[config.mk]
export PLATFORM = sky130hd
export DESIGN_NAME = arith_rs_wakeup_flat
export DESIGN_NICKNAME = d
export VERILOG_FILES = /design/src/rtl/arith_rs_wakeup_pkg.sv /design/src/rtl/arith_rs_wakeup_if.sv /design/src/rtl/arith_rs_wakeup_age_select.sv /design/src/rtl/arith_rs_wakeup.sv /design/src/flat_wrapper.sv
export SDC_FILE = /design/constraint.sdc
export NUM_CORES = 1
export LEC_CHECK = 0
export ABC_AREA = 1
export CORE_MARGIN = 5
export CORE_UTILIZATION = 60
export CTS_CLUSTER_SIZE = 28
export DETAILED_ROUTE_END_ITERATION = 12
export PLACE_DENSITY = 0.85
export SLEW_MARGIN = 10
export SYNTH_ARGS = -nofsm -noshare
export SYNTH_HDL_FRONTEND = slang
export SYNTH_SLANG_ARGS = --single-unit
export TNS_END_PERCENT = 1
[constraint.sdc]
create_clock -name clk -period 16.5 [get_ports clk]
set_input_delay 4.95 -clock clk [delete_from_list [all_inputs] [get_ports clk]]
set_output_delay 4.95 -clock clk [all_outputs]
set_load 0.005 [all_outputs]
[src/rtl/arith_rs_wakeup_pkg.sv]
// Shared types and sizes for the arithmetic reservation station.
// The entry layout is used by both the storage array and the issue view.
package arith_rs_wakeup_pkg;

    localparam int RS_DEPTH  = 8;
    localparam int PREG_W    = 6;
    localparam int ROB_W     = 5;
    localparam int PAYLOAD_W = 64;

    typedef struct packed {
        logic                 valid;
        logic [PREG_W-1:0]    ps1;
        logic                 r1;
        logic [PREG_W-1:0]    ps2;
        logic                 r2;
        logic [PREG_W-1:0]    pd;
        logic [ROB_W-1:0]     rob;
        logic [PAYLOAD_W-1:0] payload;
    } rs_entry_t;

    // p0 is hard-wired ready; a broadcast in the dispatch cycle must not be lost.
    function automatic logic src_ready(input logic [PREG_W-1:0] ps,
                                       input logic              busy_rdy,
                                       input logic              hit,
                                       input logic [PREG_W-1:0] cdb_pd);
        return busy_rdy | (ps == '0) | (hit & (ps == cdb_pd));
    endfunction

endpackage

[src/rtl/arith_rs_wakeup_if.sv]
// Dispatch, CDB snoop and FU issue bundle for the arithmetic reservation station.
// slave = the reservation station, master = the surrounding pipeline.
interface arith_rs_wakeup_if;
    import arith_rs_wakeup_pkg::*;

    logic                 flush;
    logic                 disp_valid;
    logic                 disp_ready;
    logic [PREG_W-1:0]    disp_ps1;
    logic [PREG_W-1:0]    disp_ps2;
    logic                 disp_ps1_rdy;
    logic                 disp_ps2_rdy;
    logic [PREG_W-1:0]    disp_pd;
    logic [ROB_W-1:0]     disp_rob;
    logic [PAYLOAD_W-1:0] disp_payload;
    logic                 cdb_valid;
    logic                 cdb_regf_we;
    logic [PREG_W-1:0]    cdb_pd;
    logic                 iss_valid;
    logic                 iss_ready;
    logic [PREG_W-1:0]    iss_ps1;
    logic [PREG_W-1:0]    iss_ps2;
    logic [PREG_W-1:0]    iss_pd;
    logic [ROB_W-1:0]     iss_rob;
    logic [PAYLOAD_W-1:0] iss_payload;

    modport slave (
        input  flush, disp_valid, disp_ps1, disp_ps2, disp_ps1_rdy, disp_ps2_rdy,
               disp_pd, disp_rob, disp_payload, cdb_valid, cdb_regf_we, cdb_pd, iss_ready,
        output disp_ready, iss_valid, iss_ps1, iss_ps2, iss_pd, iss_rob, iss_payload
    );

    modport master (
        output flush, disp_valid, disp_ps1, disp_ps2, disp_ps1_rdy, disp_ps2_rdy,
               disp_pd, disp_rob, disp_payload, cdb_valid, cdb_regf_we, cdb_pd, iss_ready,
        input  disp_ready, iss_valid, iss_ps1, iss_ps2, iss_pd, iss_rob, iss_payload
    );

endinterface

[src/rtl/arith_rs_wakeup_age_select.sv]
// Oldest-ready picker: grants the eligible entry that has no eligible entry older than it.
// Purely combinational; older[i][j]=1 means entry j is older than entry i.
module arith_rs_wakeup_age_select #(
    parameter int DEPTH = 8
) (
    input  logic [DEPTH-1:0]            eligible,
    input  logic [DEPTH-1:0][DEPTH-1:0] older,
    output logic [DEPTH-1:0]            grant,
    output logic                        any
);

    always_comb begin
        grant = '0;
        for (int i = 0; i < DEPTH; i++) begin
            grant[i] = eligible[i] & ~|(eligible & older[i]);
        end
    end

    assign any = |eligible;

endmodule

[src/rtl/arith_rs_wakeup.sv]
// Arithmetic reservation station: holds renamed ALU ops, wakes sources from the CDB,
// and issues the oldest fully-ready entry to the ALU under valid/ready.
module arith_rs_wakeup
    import arith_rs_wakeup_pkg::*;
#(
    parameter int DEPTH = RS_DEPTH
) (
    input  logic               clk,
    input  logic               rst,
    arith_rs_wakeup_if.slave   bus
);

    localparam int IDX_W = (DEPTH > 1) ? $clog2(DEPTH) : 1;

    rs_entry_t                   ent [DEPTH];
    logic [DEPTH-1:0][DEPTH-1:0] older;
    logic [DEPTH-1:0]            vld;
    logic [DEPTH-1:0]            elig;
    logic [DEPTH-1:0]            grant;
    logic                        any_elig;
    logic                        hit;
    logic                        has_free;
    logic [IDX_W-1:0]            free_idx;
    logic                        do_disp;
    logic                        do_iss;
    rs_entry_t                   sel;

    always_comb begin
        vld  = '0;
        elig = '0;
        for (int i = 0; i < DEPTH; i++) begin
            vld[i]  = ent[i].valid;
            elig[i] = ent[i].valid & ent[i].r1 & ent[i].r2;
        end
    end

    assign hit = bus.cdb_valid & bus.cdb_regf_we & (bus.cdb_pd != '0);

    // Lowest free slot; derived from registered valids only, so a same-cycle free is not reused.
    always_comb begin
        free_idx = '0;
        has_free = 1'b0;
        for (int i = DEPTH - 1; i >= 0; i--) begin
            if (!vld[i]) begin
                free_idx = IDX_W'(i);
                has_free = 1'b1;
            end
        end
    end

    assign bus.disp_ready = has_free;
    assign do_disp        = bus.disp_valid & has_free & ~bus.flush;

    arith_rs_wakeup_age_select #(.DEPTH(DEPTH)) u_age_select (
        .eligible (elig),
        .older    (older),
        .grant    (grant),
        .any      (any_elig)
    );

    assign bus.iss_valid = any_elig & ~bus.flush;
    assign do_iss        = bus.iss_valid & bus.iss_ready;

    always_comb begin
        sel = '0;
        for (int i = 0; i < DEPTH; i++) begin
            if (grant[i] && bus.iss_valid) sel = ent[i];
        end
    end

    assign bus.iss_ps1     = sel.ps1;
    assign bus.iss_ps2     = sel.ps2;
    assign bus.iss_pd      = sel.pd;
    assign bus.iss_rob     = sel.rob;
    assign bus.iss_payload = sel.payload;

    always_ff @(posedge clk) begin
        if (rst) begin
            for (int i = 0; i < DEPTH; i++) ent[i].valid <= 1'b0;
            older <= '0;
        end else if (bus.flush) begin
            for (int i = 0; i < DEPTH; i++) ent[i].valid <= 1'b0;
        end else begin
            for (int i = 0; i < DEPTH; i++) begin
                if (do_iss && grant[i]) ent[i].valid <= 1'b0;
                if (hit && ent[i].ps1 == bus.cdb_pd) ent[i].r1 <= 1'b1;
                if (hit && ent[i].ps2 == bus.cdb_pd) ent[i].r2 <= 1'b1;
            end
            // New entry is younger than everything currently valid.
            if (do_disp) begin
                ent[free_idx] <= '{valid:   1'b1,
                                   ps1:     bus.disp_ps1,
                                   r1:      src_ready(bus.disp_ps1, bus.disp_ps1_rdy, hit, bus.cdb_pd),
                                   ps2:     bus.disp_ps2,
                                   r2:      src_ready(bus.disp_ps2, bus.disp_ps2_rdy, hit, bus.cdb_pd),
                                   pd:      bus.disp_pd,
                                   rob:     bus.disp_rob,
                                   payload: bus.disp_payload};
                for (int j = 0; j < DEPTH; j++) begin
                    older[free_idx][j] <= (j != int'(free_idx)) ? vld[j] : 1'b0;
                    older[j][free_idx] <= 1'b0;
                end
            end
        end
    end

endmodule

[src/flat_wrapper.sv]
// flat-port wrapper written by rule: the top's interface ports become plain ports
module arith_rs_wakeup_flat import arith_rs_wakeup_pkg::*;
#(
    parameter int DEPTH = RS_DEPTH
)
  (clk, rst, bus_flush, bus_disp_valid, bus_disp_ps1, bus_disp_ps2, bus_disp_ps1_rdy, bus_disp_ps2_rdy, bus_disp_pd, bus_disp_rob, bus_disp_payload, bus_cdb_valid, bus_cdb_regf_we, bus_cdb_pd, bus_iss_ready, bus_disp_ready, bus_iss_valid, bus_iss_ps1, bus_iss_ps2, bus_iss_pd, bus_iss_rob, bus_iss_payload);
  arith_rs_wakeup_if bus_i ();
  input  logic clk;
  input  logic rst;
  input wire logic [$bits(bus_i.flush)-1:0] bus_flush;
  input wire logic [$bits(bus_i.disp_valid)-1:0] bus_disp_valid;
  input wire logic [$bits(bus_i.disp_ps1)-1:0] bus_disp_ps1;
  input wire logic [$bits(bus_i.disp_ps2)-1:0] bus_disp_ps2;
  input wire logic [$bits(bus_i.disp_ps1_rdy)-1:0] bus_disp_ps1_rdy;
  input wire logic [$bits(bus_i.disp_ps2_rdy)-1:0] bus_disp_ps2_rdy;
  input wire logic [$bits(bus_i.disp_pd)-1:0] bus_disp_pd;
  input wire logic [$bits(bus_i.disp_rob)-1:0] bus_disp_rob;
  input wire logic [$bits(bus_i.disp_payload)-1:0] bus_disp_payload;
  input wire logic [$bits(bus_i.cdb_valid)-1:0] bus_cdb_valid;
  input wire logic [$bits(bus_i.cdb_regf_we)-1:0] bus_cdb_regf_we;
  input wire logic [$bits(bus_i.cdb_pd)-1:0] bus_cdb_pd;
  input wire logic [$bits(bus_i.iss_ready)-1:0] bus_iss_ready;
  output wire logic [$bits(bus_i.disp_ready)-1:0] bus_disp_ready;
  output wire logic [$bits(bus_i.iss_valid)-1:0] bus_iss_valid;
  output wire logic [$bits(bus_i.iss_ps1)-1:0] bus_iss_ps1;
  output wire logic [$bits(bus_i.iss_ps2)-1:0] bus_iss_ps2;
  output wire logic [$bits(bus_i.iss_pd)-1:0] bus_iss_pd;
  output wire logic [$bits(bus_i.iss_rob)-1:0] bus_iss_rob;
  output wire logic [$bits(bus_i.iss_payload)-1:0] bus_iss_payload;
  assign bus_i.flush = bus_flush;
  assign bus_i.disp_valid = bus_disp_valid;
  assign bus_i.disp_ps1 = bus_disp_ps1;
  assign bus_i.disp_ps2 = bus_disp_ps2;
  assign bus_i.disp_ps1_rdy = bus_disp_ps1_rdy;
  assign bus_i.disp_ps2_rdy = bus_disp_ps2_rdy;
  assign bus_i.disp_pd = bus_disp_pd;
  assign bus_i.disp_rob = bus_disp_rob;
  assign bus_i.disp_payload = bus_disp_payload;
  assign bus_i.cdb_valid = bus_cdb_valid;
  assign bus_i.cdb_regf_we = bus_cdb_regf_we;
  assign bus_i.cdb_pd = bus_cdb_pd;
  assign bus_i.iss_ready = bus_iss_ready;
  assign bus_disp_ready = bus_i.disp_ready;
  assign bus_iss_valid = bus_i.iss_valid;
  assign bus_iss_ps1 = bus_i.iss_ps1;
  assign bus_iss_ps2 = bus_i.iss_ps2;
  assign bus_iss_pd = bus_i.iss_pd;
  assign bus_iss_rob = bus_i.iss_rob;
  assign bus_iss_payload = bus_i.iss_payload;
  arith_rs_wakeup #(.DEPTH(DEPTH)) u_core (.clk(clk), .rst(rst), .bus(bus_i));
endmodule
==> metrics.md, run 1 <==
| Metric | Value |
|---|---|
| Hold-fix buffers, CTS | `0` |
| Critical-path top delay cell | `inv_2` |
| Synth top area cells | `edfxtp_1, nand2_1, dfxtp_1` |
| Root Driver | `clkbuf_16` |
| Gr usage total | `29.15%` |
| Hold Path Class | `reg -> reg` |
| Tmin final | `14.18 ns` |
| Crit Path Category | `in -> out` |
| Vias | `approximately 24,000` |
| Yosys warnings | `0` |
| Area leader, netlist | `edfxtp_1` |
| Routing usage on met2 | `47.67%` |
| R2R Path End | `u_core.ent[7][23]$_DFFE_PP_` |
| Die Ht | `245.1 um` |
| Worst skew pair latency | `0.64 ns` |
| Hold path depth | `2` |
| Synth Area per Inst | `~11 um2` |
| Max Slew Vio Count | `0` |
| Core Box Area | `54,880 um2` |
| Syn nets | `3,161` |
| Largest net degree at the start of global routing | `89` |
| DR vias/cell | `6.174` |
| RSZ-0062 raised after global routing | `false` |
| Number of flops mapped to enable cells by yosys | `696` |
| Crit Path Max Fanout | `47` |
| Final WL | `89.62 mm` |
| Layout Skew | `a little over 0.02 ns` |
| Slew of the pin with the lowest slew margin | `around 1.1 ns` |
| Mapped Area | `~33,000 um2` |
| Wire per inst | `between 20 and 25 um` |
| Synth top area share | `63.04%` |
| PwrDens | `106.4 nW/um2` |
| Hold Path Origin | `u_core.older[0]$_SDFFE_PP0N_` |
| Startpoint types | `input pin` |
| First-pass GRT wire length | `135.7 mm` |
| Die Area | `60,060 um2` |
| Synth top cells by count | `edfxtp_1, nand2_1, nor2_1` |
| H-tree levels | `3` |
| CP Cell Sequence | `clkdlybuf4s50_1 > inv_1 > nand2_4 > buf_4 > nor4_4 > buf_4 > inv_2 > nor2_1 > a21oi_1 > clkdlybuf4s50_1` |
| Post-CTS Setup Inserts | `0` |
| Worst Setup End Kind | `primary output` |
| Hold Path End | `u_core.older[0]$_SDFFE_PP0N_` |
| Share of post-route cells with drive strength above 1 | `6.022%` |
| Leakage | `13.62 nW` |
| Fmax | `0.07053 GHz` |
| Gr busiest metal | `met2` |
| Critical Path RT | `11.55 ns` |
| DR DRC count | `0` |
| Endpoints failing hold | `0` |
| Tcrit/Tclk final | `85.93%` |
| Synth-to-Final Area Change | `14.80%` |
| Reg2Reg Depth | `9` |
| Max-cap violations | `0` |
| Met3 usage | `5.880%` |
| Post-layout nets | `3,296` |
| Reg2reg setup slack | `12.04 ns` |
| Initial DRC count | `3,027` |
| CTS Sinks | `784` |
| GR Layer Usage met1 | `39.00%` |
| Critical Path AT | `9.23 ns` |
| Worst VDD drop | `0.09627 mV` |
| Reg clk slew, reported paths | `0.06 ns` |
| Post-CTS Resized | `0` |
| Async SR Flop Fraction | `0%` |
| Largest stage delay on the critical path | `0.85 ns` |
| Sequential area share after synthesis | `68.35%` |
| Reg2reg start | `u_core.ent[1][89]$_SDFFE_PP1P_` |
| Design Power | `0.004049 W` |
| Global placer's final weighted congestion | `between 0.9 and 1` |
| Final ANT Viol Nets | `0` |
| Final setup viols | `0` |
| Number of global-route vias before repair | `24,203` |
| Initial core utilization | `60.42%` |
| Status | `complete, no violations` |
| Gate Count Post-Synth | `3,059` |
| Setup TNS | `0 ns` |
| CTS tree | `yes` |
| Site Rows | `86` |
| DP HPWL | `52.46 mm` |
| # fillers | `between 3,000 and 4,000` |
| Buffers added on ports | `190` |
| Most common cell in the netlist | `edfxtp_1` |
| Dominant synthesized flop cell | `edfxtp_1` |
| Synthesized flop and latch total | `784` |
| I/O pin count | `191` |
| Worst relative slew slack | `24.76%` |
| GR Overflow Total | `0` |
| Clock Tree Buf Depth | `3` |
| Chip width | `245.1 um` |
| Drt first pass iters | `5` |
| Cell variety after synth | `48` |
| CTS buffer count | `79` |
| Initial antenna violation count | `8` |
==> report_power, final <==
part | internal (W) | switching (W) | leakage, nW
Sequential | 0.00217 | 0.00000942 | 6.98
Clock | 0.00102 | 0.000745 | 1.25
Combinational | 0.0000343 | 0.0000668 | 5.39
==> flip-flops by register name, indices dropped and copies added, names as in the netlist <==
signal / count
u_core.ent: 720
u_core.older: 64
==> cell families after synthesis <==
kind of cell	count (synthesis)	share of synthesized area, %
AND/OR/NAND/NOR	1471	18.70
flip-flops	784	68.35
AO/OA/AOI/OAI	426	7.359
buffers and inverters	328	4.261
XOR/XNOR	48	1.268
multiplexers	2	0.06038
==> placed cells by master, fill, tap and decap left out, types with 5 or more instances in the layout <==
cell type and count:
nor4_1 20, clkbuf_1 19, nand4_1 40, nor3b_1 5, o211ai_1 46, clkinv_1 16
nor3_1 87, diode_2 6, clkdlybuf4s50_1 190, xor2_1 26, nand3_1 195, clkinv_2 15
bufinv_16 8, inv_2 11, a21oi_1 251, nor2_4 15, xnor2_1 22, nor2_1 410
buf_4 36, o21ai_1 7, nand2_1 680, o22ai_1 28, o21ai_0 49, a211oi_1 14
dfxtp_1 88, o32ai_1 10, clkbuf_16 80, inv_1 139, nand3_2 6, clkinv_8 6
edfxtp_1 696
==> worst max path at each step <==
stage | from | end | slack, ns | depth (start not counted)
5_1_grt | bus_flush | bus_iss_ps1[3] | 2.20 | 10
2_1_floorplan | bus_flush | bus_iss_payload[0] | 5.43 | 11
3_3_place_gp | bus_flush | bus_iss_ps1[2] | 2.53 | 10
4_1_cts | bus_flush | bus_iss_ps1[2] | 2.38 | 10
6_report | bus_flush | bus_iss_ps1[2] | 2.32 | 10
3_5_place_dp | bus_flush | bus_iss_ps1[2] | 2.41 | 10
==> critical path, delay by kind of cell <==
kind,cells,cell delay (ns)
simple gates,3,0.73
compound gates,1,0.44
buf+inv,6,3.02
==> layout make-up <==
class / instances / area (um2) / area share (%)
sequential: 784 / 22660 / 59.54
multi-input combinational: 1947 / 9181 / 24.12
timing repair buffer: 227 / 2192 / 5.759
clock buffer: 99 / 2073 / 5.447
tap: 704 / 880.8 / 2.314
inverter: 155 / 586.8 / 1.542
clock inverter: 43 / 470.5 / 1.236
antenna: 6 / 15.01 / 0.03945
==> stage by stage <==
stage          instances  hold slack [ns]  utilization [%]  setup slack, ns  area, um2
6_report            3965           0.4389            69.36            2.321      38060
5_1_grt             3964           0.4537            69.35            2.198      38060
4_1_cts             3959           0.4275            69.33            2.382      38050
3_5_place_dp        3817           0.4197            64.69            2.409      35500
3_3_place_gp        3817           0.4161            64.69            2.526      35500
2_1_floorplan       3059           0.4087                -            5.428      33160
==> routing by layer <==
layer  up-vias  wire length [um]
met5         -                39
met3       191              9337
met2      1518             43500
met1     11819             34130
li1      10946                 -
met4         4              2620
No activity file was read; power rests on OpenSTA's default activity.
==> inputs of run 2 (changes only) <==
--- a/config.mk
+++ b/config.mk
@@ -10,7 +10,9 @@
 export CORE_UTILIZATION = 60
 export CTS_CLUSTER_SIZE = 28
 export DETAILED_ROUTE_END_ITERATION = 12
+export HOLD_SLACK_MARGIN = 0.05
 export PLACE_DENSITY = 0.85
+export SKIP_CTS_REPAIR_TIMING = 1
 export SLEW_MARGIN = 10
 export SYNTH_ARGS = -nofsm -noshare
 export SYNTH_HDL_FRONTEND = slang
==> results of run 2 <==
Same layout as run 1: the final DEF is identical, and so are final timing and power.
